**src/rtl/pong_game_ctrl.sv**
```systemverilog
// Pong game-state sequencer: NEWGAME/PLAY/NEWBALL/OVER FSM with ball count, BCD score and serve delay.
// Optional right-player score counter enabled by defining PONG_P2_SCORE_EN.
module pong_game_ctrl #(
    parameter int BALLS       = 3,
    parameter int TIMER_TICKS = 120
) (
    input  logic       clk,
    input  logic       reset,
    input  logic [1:0] btn,
    input  logic       refr_tick,
    input  logic       hit,
    input  logic       miss,
    input  logic       hit_r,
    output logic [1:0] ball,
    output logic [3:0] dig0,
    output logic [3:0] dig1,
    output logic [3:0] dig2,
    output logic [3:0] dig3,
    output logic [3:0] text_en,
    output logic       graph_still,
    output logic [1:0] game_state
);

    typedef enum logic [1:0] {
        NEWGAME = 2'b00,
        PLAY    = 2'b01,
        NEWBALL = 2'b10,
        OVER    = 2'b11
    } state_e;

    localparam logic [1:0] BALLS_INIT = 2'(BALLS);
    localparam logic [7:0] TICKS_INIT = 8'(TIMER_TICKS);

    // Two-digit BCD increment, {tens, ones}; 99 wraps to 00.
    function automatic logic [7:0] bcd_inc(input logic [7:0] v);
        logic [7:0] r;
        if (v[3:0] == 4'd9) begin
            r[3:0] = 4'd0;
            r[7:4] = (v[7:4] == 4'd9) ? 4'd0 : v[7:4] + 4'd1;
        end else begin
            r[3:0] = v[3:0] + 4'd1;
            r[7:4] = v[7:4];
        end
        return r;
    endfunction

    state_e     state_q, state_d;
    logic [1:0] ball_q, ball_d;
    logic [7:0] timer_q, timer_d;
    logic [7:0] score_l_q, score_l_d;

    always_ff @(posedge clk or posedge reset) begin
        if (reset) begin
            state_q   <= NEWGAME;
            ball_q    <= BALLS_INIT;
            timer_q   <= 8'd0;
            score_l_q <= 8'd0;
        end else begin
            state_q   <= state_d;
            ball_q    <= ball_d;
            timer_q   <= timer_d;
            score_l_q <= score_l_d;
        end
    end

    logic start_game;

    always_comb begin
        state_d    = state_q;
        ball_d     = ball_q;
        score_l_d  = score_l_q;
        start_game = 1'b0;
        timer_d    = (refr_tick && timer_q != 8'd0) ? timer_q - 8'd1 : timer_q;
        case (state_q)
            NEWGAME: begin
                if (btn != 2'b00) begin
                    state_d    = PLAY;
                    ball_d     = BALLS_INIT;
                    score_l_d  = 8'd0;
                    start_game = 1'b1;
                end
            end
            PLAY: begin
                if (hit)
                    score_l_d = bcd_inc(score_l_q);
                // A miss load overrides any coincident frame tick.
                if (miss) begin
                    ball_d  = ball_q - 2'd1;
                    timer_d = TICKS_INIT;
                    state_d = (ball_q == 2'd1) ? OVER : NEWBALL;
                end
            end
            NEWBALL: begin
                if (timer_q == 8'd0 && btn != 2'b00)
                    state_d = PLAY;
            end
            OVER: begin
                if (timer_q == 8'd0) begin
                    state_d = NEWGAME;
                    ball_d  = BALLS_INIT;
                end
            end
            default: state_d = NEWGAME;
        endcase
    end

`ifdef PONG_P2_SCORE_EN
    logic [7:0] score_r_q, score_r_d;

    always_comb begin
        score_r_d = score_r_q;
        if (start_game)
            score_r_d = 8'd0;
        else if (state_q == PLAY && hit_r)
            score_r_d = bcd_inc(score_r_q);
    end

    always_ff @(posedge clk or posedge reset) begin
        if (reset)
            score_r_q <= 8'd0;
        else
            score_r_q <= score_r_d;
    end

    assign dig2 = score_r_q[3:0];
    assign dig3 = score_r_q[7:4];
`else
    logic unused_p2;
    assign unused_p2 = hit_r ^ start_game;
    assign dig2      = 4'h0;
    assign dig3      = 4'h0;
`endif

    always_comb begin
        text_en     = 4'b1110;
        graph_still = 1'b1;
        case (state_q)
            NEWGAME: text_en = 4'b1110;
            PLAY: begin
                text_en     = 4'b1000;
                graph_still = 1'b0;
            end
            NEWBALL: text_en = 4'b1000;
            OVER:    text_en = 4'b1101;
            default: text_en = 4'b1110;
        endcase
    end

    assign ball       = ball_q;
    assign dig0       = score_l_q[3:0];
    assign dig1       = score_l_q[7:4];
    assign game_state = state_q;

endmodule

```
**config.mk**
```make
export PLATFORM = sky130hd
export DESIGN_NAME = pong_game_ctrl
export DESIGN_NICKNAME = d
export VERILOG_FILES = /design/src/rtl/pong_game_ctrl.sv
export SDC_FILE = /design/constraint.sdc
export NUM_CORES = 1
export LEC_CHECK = 0
export BUFFER_PORTS_ARGS = -buffer_cell sky130_fd_sc_hd__buf_2
export CAP_MARGIN = 20
export CORE_MARGIN = 2
export CORE_UTILIZATION = 57
export DETAILED_ROUTE_END_ITERATION = 8
export PLACE_DENSITY = 0.92
export SKIP_LAST_GASP = 1
export SLEW_MARGIN = 20
export SYNTH_ARGS = -nofsm -noshare
export SYNTH_HDL_FRONTEND = slang
export SYNTH_SLANG_ARGS = --single-unit
```
**constraint.sdc**
```tcl
create_clock -name clk -period 3.1 [get_ports clk]
set_input_delay 0.62 -clock clk [delete_from_list [all_inputs] [get_ports clk]]
set_output_delay 0.62 -clock clk [all_outputs]
set_load 0.01 [all_outputs]
```
Yosys cells after proc, flatten, opt, wreduce, memory -nomap -nowiden --
Index checks and enable logic that the tools add are counted.
Word-level totals: output and inout bits 25, input port bits 8, register bits 20
Cells by class: reductions and logical operators 13, add/sub/neg operators 4, equality and inequality tests 12, multiplexer cells 20
Operator list (number):
- two-way mux 8 bit | 6
- one-hot mux 8 bit (2 select lines) | 1
- two-way mux 2 bit | 7
- inequality test 2 bit (second input constant) | 6
- one-hot mux 4 bit (3 select lines) | 1
- AND reduction 4 bit | 3
- adder 4 x 1 -> 4 bit (second input constant) | 2
- equality test 4 bit (second input constant) | 2
- zero test 8 bit | 1
- one-hot mux 2 bit (4 select lines) | 1
- nonzero test 8 bit | 1
- subtractor 8 x 1 -> 8 bit (second input constant) | 1
- one-hot mux 2 bit (3 select lines) | 1
- equality test 2 x 1 -> 1 bit (second input constant) | 2
- equality test 2 bit (second input constant) | 2
- two-way mux 4 bit | 1
- nonzero test 2 bit | 2
- AND reduction 3 bit | 1
- nonzero test 3 bit | 1
- logical AND 1 bit | 2
- zero test 2 bit | 1
- two-way mux 1 bit | 2
- OR reduction 2 bit | 1
- subtractor 2 x 1 -> 2 bit (second input constant) | 1

Longest topological paths before layout --
Gate-level depths: netlist of run 1.
depth in word-level cells 5, mapped depth 7, depth with buffers taken out 6

Least setup slack after synthesis of run 1 --
Ideal clock, no wire load.
kind reg-to-output, start register state_q[1], in the netlist game_state[1], end output port graph_still, path buffers 1, data required time 2.480 ns, path slack 1.301 ns, stages on the path, launching flop included 5, data arrival time 1.179 ns, cell sequence dfrtp_1 -> inv_1 -> ha_1 -> buf_1 -> inv_1
On the way: longest elaborated chain between the ends 2
Ends and longest elaborated chain:
- start: declaration | line 47 | state_e state_q, state_d;
- start signal: assignment | line 59 | state_q <= state_d;
- equality test 2 x 1 -> 1 bit | line 137 | case (state_q)
- two-way mux 1 bit | line 137
- end: declaration | line 20 | output logic graph_still,
No other way between the ends.

Worst setup path after layout of run 1 --
Same ends and word-level chain as after synthesis.

==> reports/results.tsv, run 1 <==
metric	value	unit
routed via count	1025	
R2R Path End	score_l_q[7]	
endpoint class of the critical path	primary output	
synth unique cells	47	
number of synthesized register bits	20	
vias in the first global route	1048	
Mapped Area	0.00135	mm²
Clock Latency Late Sink	0.32	ns
GRT Total Usage	23.1	%
Synthesis Warnings	0	
WL final	2.75	mm
worst rel slew slack	50.5	%
Routability Congestion	0.798	
post-cts resize count	0	
DRC	0	
Synth area leader	dfrtp_1	
fill cell count	174	
die span in x	52.7	µm
Cell Area, Placed	0.00144	mm²
CTS Sinks	20	
port bufs	22	
crit start category	flip-flop	
Starting DRT DRC Count	24	
DP HPWL	2.04	mm
number of synthesized flops with an enable pin	0	
async set or reset register ratio after synthesis	100	%
storage element area	503	µm²
area fraction of the dominant cell type after synthesis	33.3	%
die height	52.7	µm
Ports	33	
delay-heaviest family, CP	buffers and inverters	
Layout area overhead	10.1	%
worst-path maximum fanout	12	
Tightest Pin Transition	0.741	ns
CP most frequent cell	inv_1	
commonest cells after routing, fill and taps aside	buf_2 (22), dfrtp_1 (18), ha_1 (13)	
Clock Tree Buf Depth	2	
Clk pin slew, worst setup/hold paths	0.13	ns
CTS tree	done	
R2R Setup Slk	0.99	ns
crit path from	game_state[1]	
Critical Path RT	2.48	ns
# diodes	0	
worst path cell trace	inv_1, ha_1, inv_1, buf_2	
Fin. Hold Viols	0	
Layout Utilization	66.7	%
register area share after synthesis	37.2	%
Max Fclk	428	MHz
area of the multi-input gates	751	µm²
grt total ovfl	0	
r2r worst-path depth	6	
hold-fix buffers at CTS	0	
pwr dens	836	mW/mm²
Routed Antenna Nets	0	
vias per cell	5.54	
Final min period	2.33	ns
max cap viols	0	
CTS Buf Count	3	
initial antenna violation count	0	
Post-synth top flop	dfrtp_1	
setup_tns	0	ns
HP Class	in -> async	
nets	179	
Setup Skew	0.00888	ns
Critical Path Max Stage Delay	0.46	ns
design area	0.00149	mm²
Wirelength per Cell	14.9	µm
status	finished, final reports clean	
Core Rows	17	
VDD IR max	0.000688	V
Worst Setup Path Type	reg -> out	
share of cells above drive strength 1	24.8	%
Leak	0.715	nW
Critical Path AT	1.71	ns
H-tree levels	1	
Pins Over Slew Limit	0	
largest net degree at the start of global routing	21	
Initial Util	60.6	%
Avg Inst Size Synth	9.95	µm²
Core Area	0.00223	mm²
Setup violations, final	0	
Worst Path Buf+Inv	3	
cells after synthesis	136	
RR Startpoint	game_state[1]	
root buffer cell	clkbuf_4	
first-pass GRT wire length	4.66	mm
drt first pass iters	4	
Max stage delay cell, worst path	dfrtp_1	
commonest non-fill, non-tap cell in the layout	buf_2	
synth top area cells	dfrtp_1 (33%), ha_1 (12%), buf_4 (5.0%)	
period utilization	75.3	%
DIE AREA	0.00278	mm²
Setup Buffers After CTS	0	
RSZ-0062 raised after global routing	false	
[area by class of cell]
class / count / area share (%)
multi-input combinational: 101 / 50.4
sequential: 20 / 33.8
timing repair buffer: 22 / 7.39
inverter: 10 / 2.52
tap: 28 / 2.35
clock inverter: 1 / 2.02
clock buffer: 3 / 1.51
[cell families (layout without fill, tap and decap cells)]
logic type / count (synthesis) / in the layout / share of synthesized area [%]
other: 2 / 9 / 0.555
AOI/OAI and AO/OA: 32 / 32 / 17.9
and+or+nand+nor: 37 / 37 / 15.8
xor gates and xnor gates: 5 / 5 / 3.24
DFF: 20 / 20 / 37.2
muxes: 5 / 5 / 4.07
buffers and inverters: 22 / 36 / 9.25
adders and majority gates: 13 / 13 / 12.0
[where the power goes]
| part | leakage (nW) | total (mW) | switching (mW) | internal, mW |
|---|---|---|---|---|
| registers | 0.243 | 0.416 | 0.0785 | 0.338 |
| clock network | 0.0279 | 0.222 | 0.0907 | 0.131 |
| logic | 0.444 | 0.607 | 0.360 | 0.247 |
| total | 0.715 | 1.24 | 0.529 | 0.716 |
[through the flow]
stage / instances / hold WS, ns / setup slack (ns) / total power [mW]
floorplan: 143 / 0.498 / 1.30 / 0.851
global placement: 181 / 0.485 / 1.10 / 0.976
detailed placement: 181 / 0.514 / 1.00 / 1.02
CTS: 185 / 0.435 / 0.783 / 1.25
global route: 185 / 0.468 / 0.634 / 1.34
finish: 185 / 0.404 / 0.766 / 1.24
[flip-flops by register name (all words and copies together), names as in the netlist]
name	flops
score_l_q	8
timer_q	8
ball	2
game_state	2
[worst reg2reg max path, cell delays in order, from the launching register on]
cell and delay, ns:
dfrtp_1 0.46, inv_1 0.12, ha_1 0.45, mux2i_1 0.17
a21oi_1 0.37, nand2_1 0.19, a22o_1 0.26
[cell usage after synthesis, types with 2 or more instances]
| cell type | instances |
|---|---|
| dfrtp_1 | 18 |
| ha_1 | 13 |
| nand2_1 | 11 |
| inv_1 | 10 |
| buf_4 | 9 |
| o21ai_0 | 8 |
| nor2_1 | 7 |
| nand2b_1 | 5 |
| a21oi_1 | 4 |
| mux2i_1 | 4 |
| xor2_1 | 4 |
| o2bb2ai_1 | 3 |
| a211oi_1 | 2 |
| a22o_1 | 2 |
| conb_1 | 2 |
| dfstp_2 | 2 |
| o211ai_1 | 2 |
[routing by layer]
layer	vias up	routed length, µm	track usage [%]
li1	499	-	-
met1	490	1130	25.4
met2	29	1460	42.5
met3	7	105	5.71
met4	0	47	8.12
met5	-	0	0
[worst max-delay path by stage]
stage / slack, ns / cells past startpoint / to
5_1_grt: 0.63 / 4 / graph_still
3_3_place_gp: 1.10 / 6 / score_l_q[7]
4_1_cts: 0.78 / 4 / graph_still
2_1_floorplan: 1.30 / 4 / graph_still
3_5_place_dp: 1.0 / 6 / score_l_q[6]
6_report: 0.77 / 4 / graph_still
Power figures use the tool's default switching activity.
==> run 2, diff against run 1 <==
--- a/config.mk
+++ b/config.mk
@@ -8,9 +8,9 @@
 export BUFFER_PORTS_ARGS = -buffer_cell sky130_fd_sc_hd__buf_2
 export CAP_MARGIN = 20
 export CORE_MARGIN = 2
-export CORE_UTILIZATION = 57
+export CORE_UTILIZATION = 47
 export DETAILED_ROUTE_END_ITERATION = 8
-export PLACE_DENSITY = 0.92
+export PLACE_DENSITY = 0.82
 export SKIP_LAST_GASP = 1
 export SLEW_MARGIN = 20
 export SYNTH_ARGS = -nofsm -noshare
==> constraint.sdc (replaced) <==
create_clock -name clk -period 2 [get_ports clk]
set_input_delay 0.4 -clock clk [delete_from_list [all_inputs] [get_ports clk]]
set_output_delay 0.4 -clock clk [all_outputs]
set_load 0.01 [all_outputs]
==> run 2 against run 1 <==
Compared with the run above: final area up 1.8%; global-route usage is 7.0 points lower; clock skew down 0.0017 ns; clock power increased by 50%; clock-buffer cell count did not move; die area is 20% higher; total power grew 57%; first-iteration DRC count up 46%; via count increased by 1.9%; critical path depth grew 2; worst hold slack got worse by 0.21 ns; flip-flop and latch count unchanged; critical endpoint is now timer_q[4].
==> reports/results.tsv, run 2 (synthesized netlist as in run 1, its figures left out) <==
metric	value	unit	change
status	finished, final reports clean		
pwr dens	1280	mW/mm²	+54%
share of cells above drive strength 1	26.9	%	+2.0 points
first-pass GRT wire length	4.20	mm	-9.8%
root buffer cell	clkbuf_4		
port bufs	22		unchanged
DRC	0		unchanged
grt total ovfl	0		unchanged
Fin. Hold Viols	0		unchanged
biggest regs	score_l_q (8), timer_q (8)		
Clock Latency Late Sink	0.31	ns	about the same
global routing usage on met2	28.1	%	-14 points
Critical Path Max Stage Delay	0.58	ns	+0.12 ns
Initial Util	49.5	%	-11 points
RR Startpoint	timer_q[0]		
routed via count	1044		+1.9%
Setup crit end	timer_q[4]		
Max stage delay cell, worst path	or3b_2		
die height	57.6	µm	+9.4%
Worst Path Buf+Inv	1		-2
DIE AREA	0.00332	mm²	+20%
# diodes	0		unchanged
HP Class	in -> async		
Core Rows	19		+2
commonest cells after routing, fill and taps aside	buf_2 (22), dfrtp_1 (17), ha_1 (13)		
WP depth	6		+2
Max Fclk	529	MHz	
Setup Buffers After CTS	0		unchanged
Worst Setup Path Type	reg -> reg		
CTS Sinks	20		unchanged
RSZ-0062 raised after global routing	false		
Leak	0.729	nW	+1.9%
met1 usage in global routing	19.9	%	-5.6 points
Ports	33		unchanged
delay-heaviest family, CP	simple AND/OR/NAND/NOR gates		
max cap viols	0		unchanged
design area	0.00152	mm²	+1.8%
die span in x	57.6	µm	+9.4%
vias in the first global route	1032		-1.5%
H-tree levels	1		unchanged
Critical Path AT	2.08	ns	+0.37 ns
period utilization	94.6	%	
WL final	2.49	mm	-9.5%
largest net degree at the start of global routing	21		unchanged
commonest non-fill, non-tap cell in the layout	buf_2		
Pins Over Slew Limit	0		unchanged
Core Area	0.00273	mm²	+22%
met3 GRT Util	2.46	%	-3.3 points
Tightest Pin Transition	0.747	ns	+0.00518 ns
Setup violations, final	0		unchanged
worst rel slew slack	50.2	%	-0.35 points
drt first pass iters	4		unchanged
crit start category	flip-flop		
Setup Skew	0.00713	ns	-0.00174 ns
worst path cell trace	inv_1, ha_1, or3b_2, o21a_1, a31oi_1, o21ai_0		
Routed Antenna Nets	0		unchanged
Clock Tree Buf Depth	2		unchanged
vias per cell	5.47		-1.3%
DP HPWL	1.94	mm	-4.5%
Cell Area, Placed	0.00146	mm²	+1.8%
VDD IR max	0.000884	V	+28%
R2R Setup Slk	0.11	ns	-0.88 ns
CTS Buf Count	3		unchanged
Starting DRT DRC Count	35		+46%
r2r worst-path depth	6		unchanged
Layout area overhead	12.1	%	
worst-path maximum fanout	7		-5
most used routing layer	met2		
Critical Path RT	2.19	ns	-0.29 ns
Routability Congestion	0.765		-4.2%
nets	182		+1.7%
endpoint class of the critical path	flip-flop		
GRT Total Usage	16.2	%	-7.0 points
crit path from	timer_q[0]		
Wirelength per Cell	13.0	µm	-12%
Clk pin slew, worst setup/hold paths	0.12	ns	about the same
setup_tns	0	ns	unchanged
R2R Path End	timer_q[4]		
Final min period	1.89	ns	
CTS tree	done		
initial antenna violation count	0		unchanged
## run 2: layout make-up
type | instances | area (µm²)
clock buffers | 3 | 22.5
clock inverters | 1 | 30.0
fillers | 247 | 1220
inverters | 10 | 37.5
multi-input cells | 101 | 751
flip-flops and latches | 20 | 504
well taps | 31 | 38.8
repair buffers | 25 | 133
## run 2: power by group
group / switching (mW) / internal [mW] / total, mW
registers: 0.123 / 0.526 / 0.649
clock network: 0.131 / 0.203 / 0.333
logic: 0.544 / 0.422 / 0.966
total: 0.798 / 1.15 / 1.95
## run 2: worst min-delay path by stage
stage | end | start | slack, ns | depth (start not counted)
2_1_floorplan | game_state[0] | reset | 0.36 | 1
3_3_place_gp | ball[1] | ball[1] | 0.49 | 2
3_5_place_dp | ball[1] | ball[1] | 0.51 | 2
4_1_cts | timer_q[6] | reset | 0.23 | 2
5_1_grt | timer_q[6] | reset | 0.27 | 2
6_report | timer_q[6] | reset | 0.20 | 2
## run 2: stage by stage
stage | cells | hold slack (ns) | util (%) | power, mW | worst slack (ns)
global route | 191 | 0.269 | 55.5 | 2.10 | 0.0258
global placement | 187 | 0.485 | 53.5 | 1.57 | 0.172
detailed placement | 187 | 0.509 | 53.5 | 1.62 | 0.137
floorplan | 143 | 0.362 | - | 1.32 | 0.222
finish | 191 | 0.197 | 55.5 | 1.95 | 0.109
CTS | 191 | 0.226 | 55.4 | 1.96 | 0.0704
## run 2: timing repair
item                                    CTS  global route
endpoints found under the setup margin    0             1
gates resized for setup                   0             1
hold buffers                              0             0
## run 2: routing by layer
metal | share of wire, % | up-vias | routed length [µm]
li1 | - | 504 | -
met3 | 4.1 | 4 | 101
met1 | 45 | 505 | 1130
met2 | 49 | 31 | 1230
met4 | 1.2 | 0 | 30
met5 | 0 | - | 0
